===== src/rtl/can_pkg.sv =====
// Shared CAN packet definitions: widths, packed record layout and field offsets
// used by the RX packet buffer and the TX packer.
package can_pkg;
  localparam int CAN_ID_W      = 29;
  localparam int CAN_MAX_BYTES = 8;
  localparam int CAN_LEN_W     = 4;
  localparam int CAN_DATA_W    = CAN_MAX_BYTES * 8;

  // Record layout, LSB first: data | len | ide | id | status
  localparam int PKT_DATA_LSB = 0;
  localparam int PKT_LEN_LSB  = PKT_DATA_LSB + CAN_DATA_W;
  localparam int PKT_IDE_BIT  = PKT_LEN_LSB + CAN_LEN_W;
  localparam int PKT_ID_LSB   = PKT_IDE_BIT + 1;
  localparam int PKT_STAT_BIT = PKT_ID_LSB + CAN_ID_W;
  localparam int PKT_REC_W    = PKT_STAT_BIT + 1;

  typedef struct packed {
    logic                  status;  // set when bytes beyond the 8th were discarded
    logic [CAN_ID_W-1:0]   id;
    logic                  ide;
    logic [CAN_LEN_W-1:0]  len;
    logic [CAN_DATA_W-1:0] data;
  } can_pkt_t;

  function automatic logic [CAN_DATA_W-1:0] put_byte(input logic [CAN_DATA_W-1:0] d,
                                                     input logic [2:0] lane,
                                                     input logic [7:0] b);
    logic [CAN_DATA_W-1:0] r;
    r = d;
    r[{lane, 3'b000} +: 8] = b;
    return r;
  endfunction
endpackage


===== src/rtl/can_pkt_slot_fifo.sv =====
// Generic synchronous slot FIFO; a push into a full FIFO is still accepted
// when the head is popped on the same edge.
module can_pkt_slot_fifo #(
  parameter int W          = 99,
  parameter int DEPTH_LOG2 = 2
) (
  input  logic         clk,
  input  logic         rstn,
  input  logic         push,
  input  logic [W-1:0] push_data,
  output logic         push_ok,
  output logic         pop_valid,
  input  logic         pop_ready,
  output logic [W-1:0] pop_data
);
  localparam int DEPTH = 1 << DEPTH_LOG2;
  localparam logic [DEPTH_LOG2:0] DEPTH_C = (DEPTH_LOG2+1)'(DEPTH);
  localparam logic [DEPTH_LOG2:0] LAST_C  = (DEPTH_LOG2+1)'(DEPTH - 1);

  logic [W-1:0]        mem [DEPTH];
  logic [DEPTH_LOG2:0] wr_ptr, rd_ptr, occ;
  logic                full, pop;

  assign full      = (occ == DEPTH_C);
  assign pop_valid = (occ != '0);
  assign pop       = pop_valid & pop_ready;
  assign push_ok   = push & (~full | pop);
  assign pop_data  = mem[rd_ptr[DEPTH_LOG2-1:0]];

  always_ff @(posedge clk) begin
    if (!rstn) begin
      wr_ptr <= '0;
      rd_ptr <= '0;
      occ    <= '0;
    end else begin
      if (push_ok) wr_ptr <= (wr_ptr == LAST_C) ? '0 : wr_ptr + 1'b1;
      if (pop)     rd_ptr <= (rd_ptr == LAST_C) ? '0 : rd_ptr + 1'b1;
      case ({push_ok, pop})
        2'b10:   occ <= occ + 1'b1;
        2'b01:   occ <= occ - 1'b1;
        default: occ <= occ;
      endcase
    end
  end

  // Slot storage carries no reset
  always_ff @(posedge clk) begin
    if (push_ok) mem[wr_ptr[DEPTH_LOG2-1:0]] <= push_data;
  end
endmodule


===== src/rtl/can_rx_pkt_buffer.sv =====
// Assembles can_top's RX byte stream into packet records and queues them for the host.
// Define CAN_RX_PKT_BUF_STATS_EN to build the saturating drop counter.
module can_rx_pkt_buffer
  import can_pkg::*;
#(
  parameter int DEPTH_LOG2 = 2
) (
  input  logic                  clk,
  input  logic                  rstn,
  input  logic                  rx_valid,
  input  logic                  rx_last,
  input  logic [7:0]            rx_data,
  input  logic [CAN_ID_W-1:0]   rx_id,
  input  logic                  rx_ide,
  output logic                  pkt_valid,
  input  logic                  pkt_ready,
  output logic [CAN_ID_W-1:0]   pkt_id,
  output logic                  pkt_ide,
  output logic [CAN_LEN_W-1:0]  pkt_len,
  output logic [CAN_DATA_W-1:0] pkt_data,
  output logic [15:0]           drop_cnt
);
  logic [CAN_LEN_W-1:0]  asm_len, beat_len;
  logic [CAN_DATA_W-1:0] asm_data, beat_data;
  logic                  trunc, beat_trunc, lane_free;
  logic                  commit, push_ok;
  can_pkt_t              rec, head;
  logic                  unused_status;

  // State as it would be after absorbing this beat's byte
  assign lane_free  = (asm_len < CAN_LEN_W'(CAN_MAX_BYTES));
  assign beat_data  = lane_free ? put_byte(asm_data, asm_len[2:0], rx_data) : asm_data;
  assign beat_len   = lane_free ? asm_len + 1'b1 : asm_len;
  assign beat_trunc = trunc | ~lane_free;
  assign commit     = rx_valid & rx_last;

  always_comb begin
    rec        = '0;
    rec.status = beat_trunc;
    rec.id     = rx_id;
    rec.ide    = rx_ide;
    rec.len    = beat_len;
    rec.data   = beat_data;
  end

  always_ff @(posedge clk) begin
    if (!rstn) begin
      asm_len  <= '0;
      asm_data <= '0;
      trunc    <= 1'b0;
    end else if (rx_valid) begin
      if (rx_last) begin
        asm_len  <= '0;
        asm_data <= '0;
        trunc    <= 1'b0;
      end else begin
        asm_len  <= beat_len;
        asm_data <= beat_data;
        trunc    <= beat_trunc;
      end
    end
  end

  can_pkt_slot_fifo #(.W(PKT_REC_W), .DEPTH_LOG2(DEPTH_LOG2)) u_fifo (
    .clk       (clk),
    .rstn      (rstn),
    .push      (commit),
    .push_data (rec),
    .push_ok   (push_ok),
    .pop_valid (pkt_valid),
    .pop_ready (pkt_ready),
    .pop_data  (head)
  );

  // Slot RAM is unreset, so the head is masked whenever nothing is queued
  assign pkt_id        = pkt_valid ? head.id   : '0;
  assign pkt_ide       = pkt_valid ? head.ide  : 1'b0;
  assign pkt_len       = pkt_valid ? head.len  : '0;
  assign pkt_data      = pkt_valid ? head.data : '0;
  assign unused_status = head.status;

`ifdef CAN_RX_PKT_BUF_STATS_EN
  always_ff @(posedge clk) begin
    if (!rstn)                                     drop_cnt <= '0;
    else if (commit && !push_ok && drop_cnt != '1) drop_cnt <= drop_cnt + 1'b1;
  end
`else
  assign drop_cnt = 16'd0;
`endif
endmodule

===== config.mk =====
export PLATFORM = sky130hd
export DESIGN_NAME = can_rx_pkt_buffer
export DESIGN_NICKNAME = d
export VERILOG_FILES = /design/src/rtl/can_pkg.sv /design/src/rtl/can_pkt_slot_fifo.sv /design/src/rtl/can_rx_pkt_buffer.sv
export SDC_FILE = /design/constraint.sdc
export NUM_CORES = 1
export LEC_CHECK = 0
export ABC_AREA = 1
export CORE_UTILIZATION = 58
export CTS_CLUSTER_DIAMETER = 100
export DETAILED_ROUTE_END_ITERATION = 8
export GPL_ROUTABILITY_DRIVEN = 0
export HOLD_SLACK_MARGIN = 0.05
export PLACE_DENSITY = 0.8
export SLEW_MARGIN = 20
export SYNTH_ARGS = -nofsm -noshare
export SYNTH_HDL_FRONTEND = slang
export SYNTH_SLANG_ARGS = --single-unit
export TNS_END_PERCENT = 100

===== constraint.sdc =====
create_clock -name clk -period 7 [get_ports clk]
set_input_delay 0.7 -clock clk [delete_from_list [all_inputs] [get_ports clk]]
set_output_delay 0.7 -clock clk [all_outputs]
set_load 0.01 [all_outputs]

* Word level (Yosys, flattened, before mapping)
Memory sizes are Yosys's and may differ from the RTL's. A register that Yosys moved wholly into a read port is not among the register bits.
Index checks and enable logic that the tools add are counted.
Widths: inputs -> output; s select.
** Cells by class
- Equality and inequality tests :: 5
- Order comparisons :: 1
- Shift-type cells :: 2
- Bitwise gates (word level) :: 7
- Reduce and logical (&&, ||, !) cells :: 2
- Add/sub/neg operators :: 6
- Muxes and demuxes :: 17
** Operators by type and width (number)
- $mux 64 :: 3
- $bwmux 64 :: 1
- $shift 8x8->64 const A :: 1
- $shiftx 8x8->64 :: 1
- $mux 29 :: 1
- $mux 4 :: 3
- $add 3x1->3 const B :: 3
- $neg 6->8 :: 1
- $eq 3x2->1 const B :: 2
- $mux 3 :: 2
- $pmux 3 s2 :: 1
- $add 4x1->4 const B :: 1
- $lt 4x4->1 const B :: 1
- $mux 1 :: 4
- $mux 2 :: 2
- $and 1x1->1 :: 3
- $eq 3x3->1 const B :: 1
- $reduce_bool 3->1 :: 1
- $sub 3x1->3 const B :: 1
- $eq 2x1->1 const B :: 1
- $eq 2x2->1 const B :: 1
- $not 1->1 :: 2
- $or 1x1->1 :: 2
- $reduce_bool 2->1 :: 1
** Storage, ports and cells
- RAM bits :: 396
- Logic and storage cells :: 47
- Flip-flop bits (word level) :: 78
- Input bits :: 43
- Memories :: 1
- Output and inout port bits :: 115
** Memories
- u_fifo.mem :: depth 4, bits a word 99, rd ports 1, clocked after Yosys merged registers in 1, wr ports 1, RTL line can_pkt_slot_fifo.sv:20 : logic [W-1:0] mem [DEPTH];

* Longest topological paths before layout
- Depth in word-level cells :: 6
- Mapped depth :: 11
- Depth with buffers taken out :: 11

* By module
Synthesis repeated with hierarchy kept, for this count alone.
** Unflattened totals
- Cell total of the unflattened synthesis :: 1880
- Area, all modules :: 20196.9 µm²
** Modules (own cells, without submodules)
- can_pkt_slot_fifo :: instances 1, seq. area each 12111.6 µm², cells an instance 1038, area an instance 15208.3 µm²
- can_rx_pkt_buffer :: instances 1, seq. area each 1381.3 µm², cells an instance 842, area an instance 4988.5 µm²

* Worst setup path after synthesis
OpenSTA, ideal clock, no wires.
- Path kind :: input to register
- From :: input port rx_last
- To :: memory u_fifo.mem[0][0] (enable)
- Data required time :: 6444 ps
- Setup slack :: 1359 ps
- Arrival time :: 5085 ps
- Buffers on the path :: 0
- Cell stages on the path :: 4
- Setup time :: 556 ps
- Cell sequence :: nand2_1 > inv_1 > nand2_1 > nor2_1
** Between the ends
- Word-level cells in the longest chain between the ends :: 4
** RTL lines
- start: declaration :: RTL line can_rx_pkt_buffer.sv:11 : input logic rx_last,
- $and 1x1->1 :: RTL line can_rx_pkt_buffer.sv:35 : assign commit = rx_valid & rx_last;
- $and 1x1->1 :: RTL line can_pkt_slot_fifo.sv:27 : assign push_ok = push & (~full | pop);
- $mux 1 :: RTL line can_pkt_slot_fifo.sv:48 : if (push_ok) mem[wr_ptr[DEPTH_LOG2-1:0]] <= push_data;
- $mux 1 (implied by the code) :: RTL line can_pkt_slot_fifo.sv:48
- end: declaration :: RTL line can_pkt_slot_fifo.sv:20
No other way between the ends.

==> flow_metrics.env <==
export IMPL_worstHoldPathType="flip-flop to flip-flop"
export IMPL_worstMarginPinSlew_ns=1.10
export IMPL_syn_mean_instance_area_um2=10.4
export IMPL_hold_buffers=0
export IMPL_clk_latency_ns=0.54
export IMPL_wl_per_cell_um=18.3
export IMPL_cts_resized_gates=0
export IMPL_cts_max_level=2
export IMPL_rsz0062_at_grt="false"
export IMPL_endpoint="pkt_len[2]"
export IMPL_num_fill_cells=2384
export IMPL_maxCapViolCount=0
export IMPL_grtUsageMet2_pct=42.6
export IMPL_tns_ns=0
export IMPL_path_depth=5
export IMPL_synth_cell_types=30
export IMPL_vias=14000
export IMPL_synth_seq_cells=471
export IMPL_dp_hpwl_um=26000
export IMPL_viasPerCell=5.66
export IMPL_path_max_fanout=133
export IMPL_critPathRequiredTime_ns=6.30
export IMPL_final_common_cell="nor2_1"
export IMPL_synth_top_area_share_pct=59.6
export IMPL_synth_area_leaders="edfxtp_1 60%, dfxtp_1 8.0%, nor2_1 7.7%, o21ai_0 5.0%, a21oi_1 4.4%"
export IMPL_cpMaxStageDelayCell="inv_6"
export IMPL_crit_family="buffers and inverters"
export IMPL_grt_use_met3_pct=3.25
export IMPL_worstSetupPathType="flip-flop to output pin"
export IMPL_vdd_drop_max_mv=0.175
export IMPL_diodes=0
export IMPL_syn_inst=1893
export IMPL_fp_dieH_um=187
export IMPL_antenna_found_initial=0
export IMPL_setup_viol=0
export IMPL_endpoint_kind="output pin"
export IMPL_start_util_pct=58.9
export IMPL_cts_sinks=471
export IMPL_coreArea_mm2=0.0335
export IMPL_reg2reg_depth=7
export IMPL_cp_start_kind="flip-flop"
export IMPL_regToRegStartpoint="asm_len[0]$_SDFFE_PN0P_"
export IMPL_first_pass_iters=7
export IMPL_final_seq_area_mm2=0.0134
export IMPL_yosysTopAreaCell="edfxtp_1"
export IMPL_drive_gt1_share_pct=5.51
export IMPL_gr_total_overflow=0
export IMPL_power_density_mw_per_mm2=303
export IMPL_clock_skew_ns=0.0140
export IMPL_num_rows=67
export IMPL_slowest_delay_ns=0.71
export IMPL_timing_final_crit_period_ns=4.28
export IMPL_cts_tree="built"
export IMPL_route_antenna_remaining_nets=0
export IMPL_grt_pass1_vias=13500
export IMPL_post_route_period_util_pct=61.2
export IMPL_numCtsBuffers=47
export IMPL_dieArea_mm2=0.0348
export IMPL_area_delta_synth_final_pct=16.0
export IMPL_layout_common_cells="403 x nor2_1, 392 x edfxtp_1, 207 x nand2_1"
export IMPL_finalWirelength_um=45500
export IMPL_r2r_slack_ns=3.81
export IMPL_netlist_area_mm2=0.0198
export IMPL_clockRootBuffer="clkbuf_16"
export IMPL_r2r_end="u_fifo.mem[0][33]$_DFFE_PP_"
export IMPL_grt_max_degree=134
export IMPL_grt_total_usage_pct=25.9
export IMPL_synth_warnings=0
export IMPL_nets=2047
export IMPL_dpl_cell_count=2393
export IMPL_clockBufferDepth=3
export IMPL_route_detailed_drc=0
export IMPL_fmax_mhz=234
export IMPL_drtIter0Drc=1525
export IMPL_final_max_slew_viol_count=0
export IMPL_cts_setup_buffers=0
export IMPL_grtUsageMet1_pct=35.5
export IMPL_portBuffers=141
export IMPL_leakage_nw=8.24
export IMPL_slew_headroom_pct=26.3
export IMPL_worstPathArrival_ns=3.58
export IMPL_grt_busiest_layer="met2"
export IMPL_status="complete, no violations"
export IMPL_multiInputGateArea_mm2=0.00551
export IMPL_die_x_um=187
export IMPL_io_pins=158
export IMPL_layout_cells_non_filler=2480
export IMPL_critPathBufInv=3
export IMPL_clk_pin_slew_worst_paths_ns=0.06
export IMPL_grt_pass1_wl_um=71400
export IMPL_crit_chain="inv_6 -> buf_4 -> o21ai_0 -> a21oi_1 -> clkdlybuf4s50_1"
export IMPL_hold_viol=0
export IMPL_seq_area_frac_synth_pct=67.6
## worst reg2reg max path, delay by kind of cell, from the launching register on
kind                     cells  cell delay, ns
flip-flops                   1            0.68
AND/OR/NAND/NOR              3            0.97
AO/OA/AOI/OAI                1            0.21
buffers and inverters        2            0.57
adder cells (fa/ha/maj)      1            0.48
## cell usage after synthesis
cell and n:
a21oi_1 172, a31oi_1 2, and2_1 50, buf_1 7
buf_2 30, buf_4 17, clkbuf_1 65, clkinv_1 1
conb_1 1, dfxtp_1 79, edfxtp_1 392, fa_1 1
ha_1 9, inv_1 103, inv_2 9, nand2_1 207
nand2_2 5, nand3_1 105, nand3_2 1, nand4_1 4
nor2_1 407, nor2_2 4, nor2_4 4, nor3_2 3
o2111a_1 1, o21a_1 8, o21ai_0 197, o21ai_1 7
o31ai_1 1, xor2_1 1
## worst min-delay path by stage
stage / from / end / cells after the start
2_1_floorplan: u_fifo.rd_ptr[2]$_SDFFE_PN0N_ / u_fifo.rd_ptr[2]$_SDFFE_PN0N_ / 2
3_3_place_gp: u_fifo.wr_ptr[2]$_SDFFE_PN0P_ / u_fifo.wr_ptr[2]$_SDFFE_PN0P_ / 2
3_5_place_dp: u_fifo.wr_ptr[2]$_SDFFE_PN0P_ / u_fifo.wr_ptr[2]$_SDFFE_PN0P_ / 2
4_1_cts: u_fifo.wr_ptr[2]$_SDFFE_PN0P_ / u_fifo.wr_ptr[2]$_SDFFE_PN0P_ / 2
5_1_grt: asm_data[10]$_SDFFE_PN0P_ / asm_data[10]$_SDFFE_PN0P_ / 2
6_report: u_fifo.wr_ptr[2]$_SDFFE_PN0P_ / u_fifo.wr_ptr[2]$_SDFFE_PN0P_ / 2
## power by group
group / leakage [nW] / internal (mW) / switching [mW]
clock network: 0.732 / 1.43 / 1.01
logic: 3.07 / 0.530 / 0.813
registers: 4.44 / 3.09 / 0.0570
## layer usage
layer	vias up	share of wire, %
met5	-	0
met4	0	2.9
li1	6612	-
met1	6727	42
met2	610	48
met3	95	7.1
## stage by stage
step	hold slack, ns	total power, mW	util, %	setup WS, ns	cell area [um^2]
floorplan	0.432	3.94	-	1.36	19800
global placement	0.444	4.52	63.8	3.20	21400
detailed placement	0.450	4.55	63.8	3.03	21400
CTS	0.461	6.97	68.3	2.46	22900
global route	0.480	7.20	68.3	2.50	22900
finish	0.461	6.94	68.3	2.72	22900
## area by class of cell
| type | instances | area share, % |
|---|---|---|
| well taps | 448 | 2.45 |
| clock buffers | 68 | 5.84 |
| repair buffers | 156 | 6.71 |
| clock inverters | 19 | 0.705 |
| inverters | 113 | 1.91 |
| multi-input cells | 1205 | 24.1 |
| flip-flops and latches | 471 | 58.3 |
## sequential cells by signal, summed over array words and instances, names as in the netlist, named ones only
| name | cells |
|---|---|
| u_fifo.mem | 392 |
| asm_data | 64 |
| asm_len | 4 |
| u_fifo.occ | 3 |
| u_fifo.rd_ptr | 3 |
| u_fifo.wr_ptr | 3 |
## cells by family (layout without fill, tap and decap cells)
logic type	Yosys count	after routing	share of synthesized area, %
other cells	1	16	0.0190
buf+inv	232	356	4.92
compound gates	388	388	9.99
simple gates	790	790	16.8
flops	471	471	67.6
fa+ha+maj	10	10	0.671
xor+xnor	1	1	0.0443
Note: power is estimated with default switching activity, not from simulation.
